===== config.mk =====
export PLATFORM = sky130hd
export DESIGN_NAME = cascade_counter_reg
export DESIGN_NICKNAME = d
export VERILOG_FILES = /design/src/rtl/ctr_pkg.sv /design/src/rtl/ctr_slice4.sv /design/src/rtl/cascade_counter_reg.sv
export SDC_FILE = /design/constraint.sdc
export NUM_CORES = 1
export LEC_CHECK = 0
export CORE_MARGIN = 2
export CORE_UTILIZATION = 45
export CTS_BUF_LIST = sky130_fd_sc_hd__clkbuf_8
export DETAILED_ROUTE_END_ITERATION = 8
export MAX_ROUTING_LAYER = met4
export PLACE_DENSITY_LB_ADDON = 0.12
export SLEW_MARGIN = 20
export SYNTH_ARGS = -nofsm -noshare
export SYNTH_HDL_FRONTEND = slang
export SYNTH_SLANG_ARGS = --single-unit

===== constraint.sdc =====
create_clock -name clk -period 6.9 [get_ports clk]
set_input_delay 1.725 -clock clk [delete_from_list [all_inputs] [get_ports clk]]
set_output_delay 1.725 -clock clk [all_outputs]
set_load 0.05 [all_outputs]

===== src/rtl/ctr_pkg.sv =====
// Shared definitions for the cascaded counter: slice width, wrap-counter
// width default and the 4-bit slice next-state/carry function.
package ctr_pkg;

  localparam int SLICE_W        = 4;
  localparam int WRAP_CNT_W_DEF = 8;

  // Returns {next_value, carry_out} for one 4-bit slice.
  function automatic logic [SLICE_W:0] slice_next(
    input logic [SLICE_W-1:0] cur,
    input logic               en_p,
    input logic               en_t,
    input logic               cin
  );
    logic [SLICE_W-1:0] nxt;
    logic               cout;
    nxt  = (en_p & en_t & cin) ? cur + 4'd1 : cur;
    cout = en_t & cin & (cur == 4'hF);
    return {nxt, cout};
  endfunction

endpackage


===== src/rtl/ctr_slice4.sv =====
// Combinational 4-bit counter slice: next value and ripple carry out.
module ctr_slice4
  import ctr_pkg::*;
(
  input  logic [SLICE_W-1:0] cur,
  input  logic               en_p,
  input  logic               en_t,
  input  logic               cin,
  output logic [SLICE_W-1:0] nxt,
  output logic               cout
);

  assign {nxt, cout} = slice_next(cur, en_p, en_t, cin);

endmodule


===== src/rtl/cascade_counter_reg.sv =====
// Registered cascade of 4-bit counter slices with parallel-load handshake,
// synchronous clear, terminal-count and saturating wrap tracking.
module cascade_counter_reg
  import ctr_pkg::*;
#(
  parameter int SLICES     = 4,
  parameter int WRAP_CNT_W = WRAP_CNT_W_DEF
) (
  input  logic                      clk,
  input  logic                      rst_n,
  input  logic                      clear,
  input  logic                      en_p,
  input  logic                      en_t,
  input  logic                      load_valid,
  output logic                      load_ready,
  input  logic [SLICE_W*SLICES-1:0] load_data,
  output logic [SLICE_W*SLICES-1:0] count,
  output logic                      rco,
  output logic                      tc_q,
  output logic                      wrap_pulse,
  output logic [WRAP_CNT_W-1:0]     wrap_cnt
);

  localparam int WIDTH = SLICE_W * SLICES;

  logic [SLICES:0]  carry;
  logic [WIDTH-1:0] count_inc;
  logic [WIDTH-1:0] count_nxt;
  logic             ready_q;
  logic             load_acc;
  logic             wrap_evt;

  assign carry[0] = 1'b1;

  for (genvar i = 0; i < SLICES; i++) begin : g_slice
    ctr_slice4 u_slice (
      .cur  (count[i*SLICE_W +: SLICE_W]),
      .en_p (en_p),
      .en_t (en_t),
      .cin  (carry[i]),
      .nxt  (count_inc[i*SLICE_W +: SLICE_W]),
      .cout (carry[i+1])
    );
  end

  // The last carry already folds in en_t and the all-ones test.
  assign rco        = carry[SLICES];
  assign load_ready = ready_q & ~clear;
  assign load_acc   = load_valid & load_ready;
  assign wrap_evt   = ~clear & ~load_acc & en_p & carry[SLICES];

  always_comb begin
    count_nxt = count_inc;
    if (clear) begin
      count_nxt = '0;
    end else if (load_acc) begin
      count_nxt = load_data;
    end
  end

  always_ff @(posedge clk or negedge rst_n) begin
    if (!rst_n) begin
      count      <= '0;
      ready_q    <= 1'b0;
      tc_q       <= 1'b0;
      wrap_pulse <= 1'b0;
      wrap_cnt   <= '0;
    end else begin
      count      <= count_nxt;
      ready_q    <= ~load_acc;
      tc_q       <= (count_nxt == {WIDTH{1'b1}});
      wrap_pulse <= wrap_evt;
      if (clear) begin
        wrap_cnt <= '0;
      end else if (wrap_evt && (wrap_cnt != {WRAP_CNT_W{1'b1}})) begin
        wrap_cnt <= wrap_cnt + WRAP_CNT_W'(1);
      end
    end
  end

endmodule


==> results.toml <==
[layout]
fin_util_pct = 64.8
design_area_mm2 = 0.00221
syn_to_final_growth_pct = 35.9
final_net_count = 252
antenna_cells = 0
drive_above_1_share_pct = 6.70

[die]
start_util_pct = 47.7
chipHeight_um = 64.2
dieArea_mm2 = 0.00412
design.core.area_mm2 = 0.00342
fp.dieW_um = 64.2
rows = 21
ios = 50

[route]
drc = 0
first_pass_iters = 4
ant_nets = 0
drt-total-wl_mm = 4.26
vias = 1540
vias_per_cell = 5.70
wl_per_cell_um = 15.8
drtIter0Drc = 193

[run_status]
status = "complete, no violations"

[hold_path]
hold_end = "wrap_cnt[5]"
worstHoldStart = "wrap_cnt[5]"
hold_path.class = "reg -> reg"
min_path_cells = 2

[global_route]
grt_use_total_pct = 22.3
grt_antenna_before_repair = 0
grt_first_pass_wirelength_mm = 7.06
grt_remaining_overflow = 0
grt_max_degree = 33
grt_pass1_vias = 1498

[clock_tree]
cts.repair.resized = 0
clock-root-buffer = "clkbuf_8"
cts_buffers = 3
htreeDepth = 1
path_clk_slew_ns = 0.10
cts_sinks = 27
cts_hold_buf = 0
postCtsSetupBuffers = 0
cts_buffer_depth = 2
cts_tree = "built"
clkLatencyLatePin_ns = 0.29

[timing]
setup_tns_ns = 0
fin_crit_ns = 5.40
relSlewSlack_pct = 31.3
clock-skew-final_ns = 0.0142
grt_setup_unrepaired = "no"
fmax_mhz = 185
slew_violations = 0
tightest_slew_ns = 1.03
fin_crit_sh_pct = 78.2
finalSetupViolCount = 0
hold_viol = 0

[worst_setup_path]
r2r_end = "tc_q"
cp.required_ns = 5.18
r2r_setup_slack_ns = 4.09
crit_fanout = 4
reg2reg_depth = 7
rr_startpoint = "count[0]"
startpoint_type = "input port"
critical_path_arrival_ns = 3.67
path_class = "in -> out"
worstSetupEndpointType = "output pin"

[place]
place.gp.congestion = 0.915
place_area_mm2 = 0.00217
hpwl_mm = 3.18
numPortBuffers = 49

[power]
internal_power_uw = 245
switching_power_uw = 123
p_per_area_mw_per_mm2 = 166
comb_power_share_pct = 26.4
pwr-share-seq_pct = 48.0
switching_share_pct = 33.5
clkPwrFrac_pct = 25.6
vdd_drop_max_uv = 95.9
power.total_uw = 368
p_leak_nw = 0.870

[synthesis]
syn-cell-area_mm2 = 0.00163
synth_warnings = 0
syn-num-nets = 203
syn_avg_cell_area_um2 = 9.26
seq_area_frac_synth_pct = 41.5
synthCells = 176
ys_seq_elements = 27
yosysUniqueCellTypes = 38

[flow_run]
cap_violations = 0
[layer usage]
layer / share of wire, % / vias to the layer above / routed length [µm] / track usage [%]
met5: 0 / - / 0 / -
met4: 1.0 / 0 / 44 / 7.45
met3: 5.5 / 4 / 236 / 2.64
met2: 47 / 56 / 1980 / 32.4
met1: 47 / 744 / 2000 / 32.3
li1: - / 736 / - / -
[critical path, stage by stage]
cell,delay (ns)
clkdlybuf4s50_1,0.54
nand4_1,0.10
or4_4,0.46
inv_1,0.07
clkdlybuf4s50_1,0.79
[sequential cells by signal, indices dropped and copies added (netlist names)]
register,count
wrap_pulse,1
wrap_cnt,8
ready_q,1
tc_q,1
count,16
[through the flow]
stage,setup WS (ns),hold slack (ns),cells
final,1.50,0.584,270
after global routing,1.46,0.635,270
after CTS,1.50,0.592,270
after detailed placement,1.50,0.566,266
after global placement,1.50,0.538,266
after floorplan,2.53,0.639,176
[worst max path at each step]
stage          slack, ns  depth (start not counted)  start         end
2_1_floorplan       2.53                          2  clear  load_ready
3_5_place_dp        1.50                          5   en_t         rco
3_3_place_gp        1.50                          5   en_t         rco
4_1_cts             1.50                          5   en_t         rco
5_1_grt             1.46                          5   en_t         rco
6_report            1.50                          5   en_t         rco
[layout by cell type, fill, tap and decap left out, drive strengths merged, types with 5 or more instances in the layout]
master         synthesis  routed
clkdlybuf4s50          0      49
nor2                  32      32
dfrtp                 27      27
nand2                 16      16
xor2                  12      12
nand4                 11      11
a211oi                10      10
xnor2                  6       6
nor3                   6       6
nand3                  6       6
ha                     5       5
nor4                   5       5
[cells by family (layout without fill, tap and decap cells)]
kind of cell	after synthesis	in the layout	share of synthesized area [%]
and+or+nand+nor	89	89	27.9
DFF	27	27	41.5
muxes	6	6	3.84
adders and majority gates	5	5	3.84
AOI/OAI and AO/OA	23	23	11.4
xor gates and xnor gates	18	18	9.68
buffers and inverters	8	56	1.84
[cells in the mapped netlist (all sizes together)]
library cell / n / area (µm²)
o22a: 1 / 8.76
nand4: 11 / 75.1
nor4: 5 / 37.5
xnor2: 6 / 52.6
dfrtp: 27 / 676
a21o: 1 / 7.51
nor2b: 1 / 6.26
a31oi: 1 / 6.26
nand2: 16 / 62.6
or4: 1 / 11.3
and2: 1 / 6.26
mux2i: 4 / 40.0
mux2: 2 / 22.5
o21ai: 3 / 15.0
nand3b: 3 / 22.5
a311oi: 2 / 35.0
nor3b: 1 / 7.51
o211ai: 1 / 7.51
a21oi: 3 / 15.0
xor2: 12 / 105
nor3: 6 / 30.0
inv: 1 / 3.75
nor2: 32 / 120
nand3: 6 / 35.0
a211oi: 10 / 80.1
and3: 4 / 25.0
or3b: 1 / 8.76
or3: 1 / 6.26
a2111o: 1 / 11.3
clkbuf: 4 / 15.0
ha: 5 / 62.6
buf: 3 / 11.3
[power by group through the flow]
stage / combinational, mW / sequential [mW] / clock [mW]
CTS: 0.0974 / 0.177 / 0.0958
global route: 0.104 / 0.178 / 0.103
finish: 0.0970 / 0.177 / 0.0943
global placement: 0.0958 / 0.179 / 0
detailed placement: 0.0969 / 0.180 / 0
floorplan: 0.0315 / 0.203 / 0
[cell type report]
class / count / area (µm²)
repair buffers: 51 / 505
well taps: 46 / 57.6
clock buffers: 3 / 41.3
fillers: 291 / 1200
multi-input cells: 141 / 923
inverters: 1 / 3.75
clock inverters: 1 / 7.51
flip-flops and latches: 27 / 676
(Power assumes the default switching activity.)
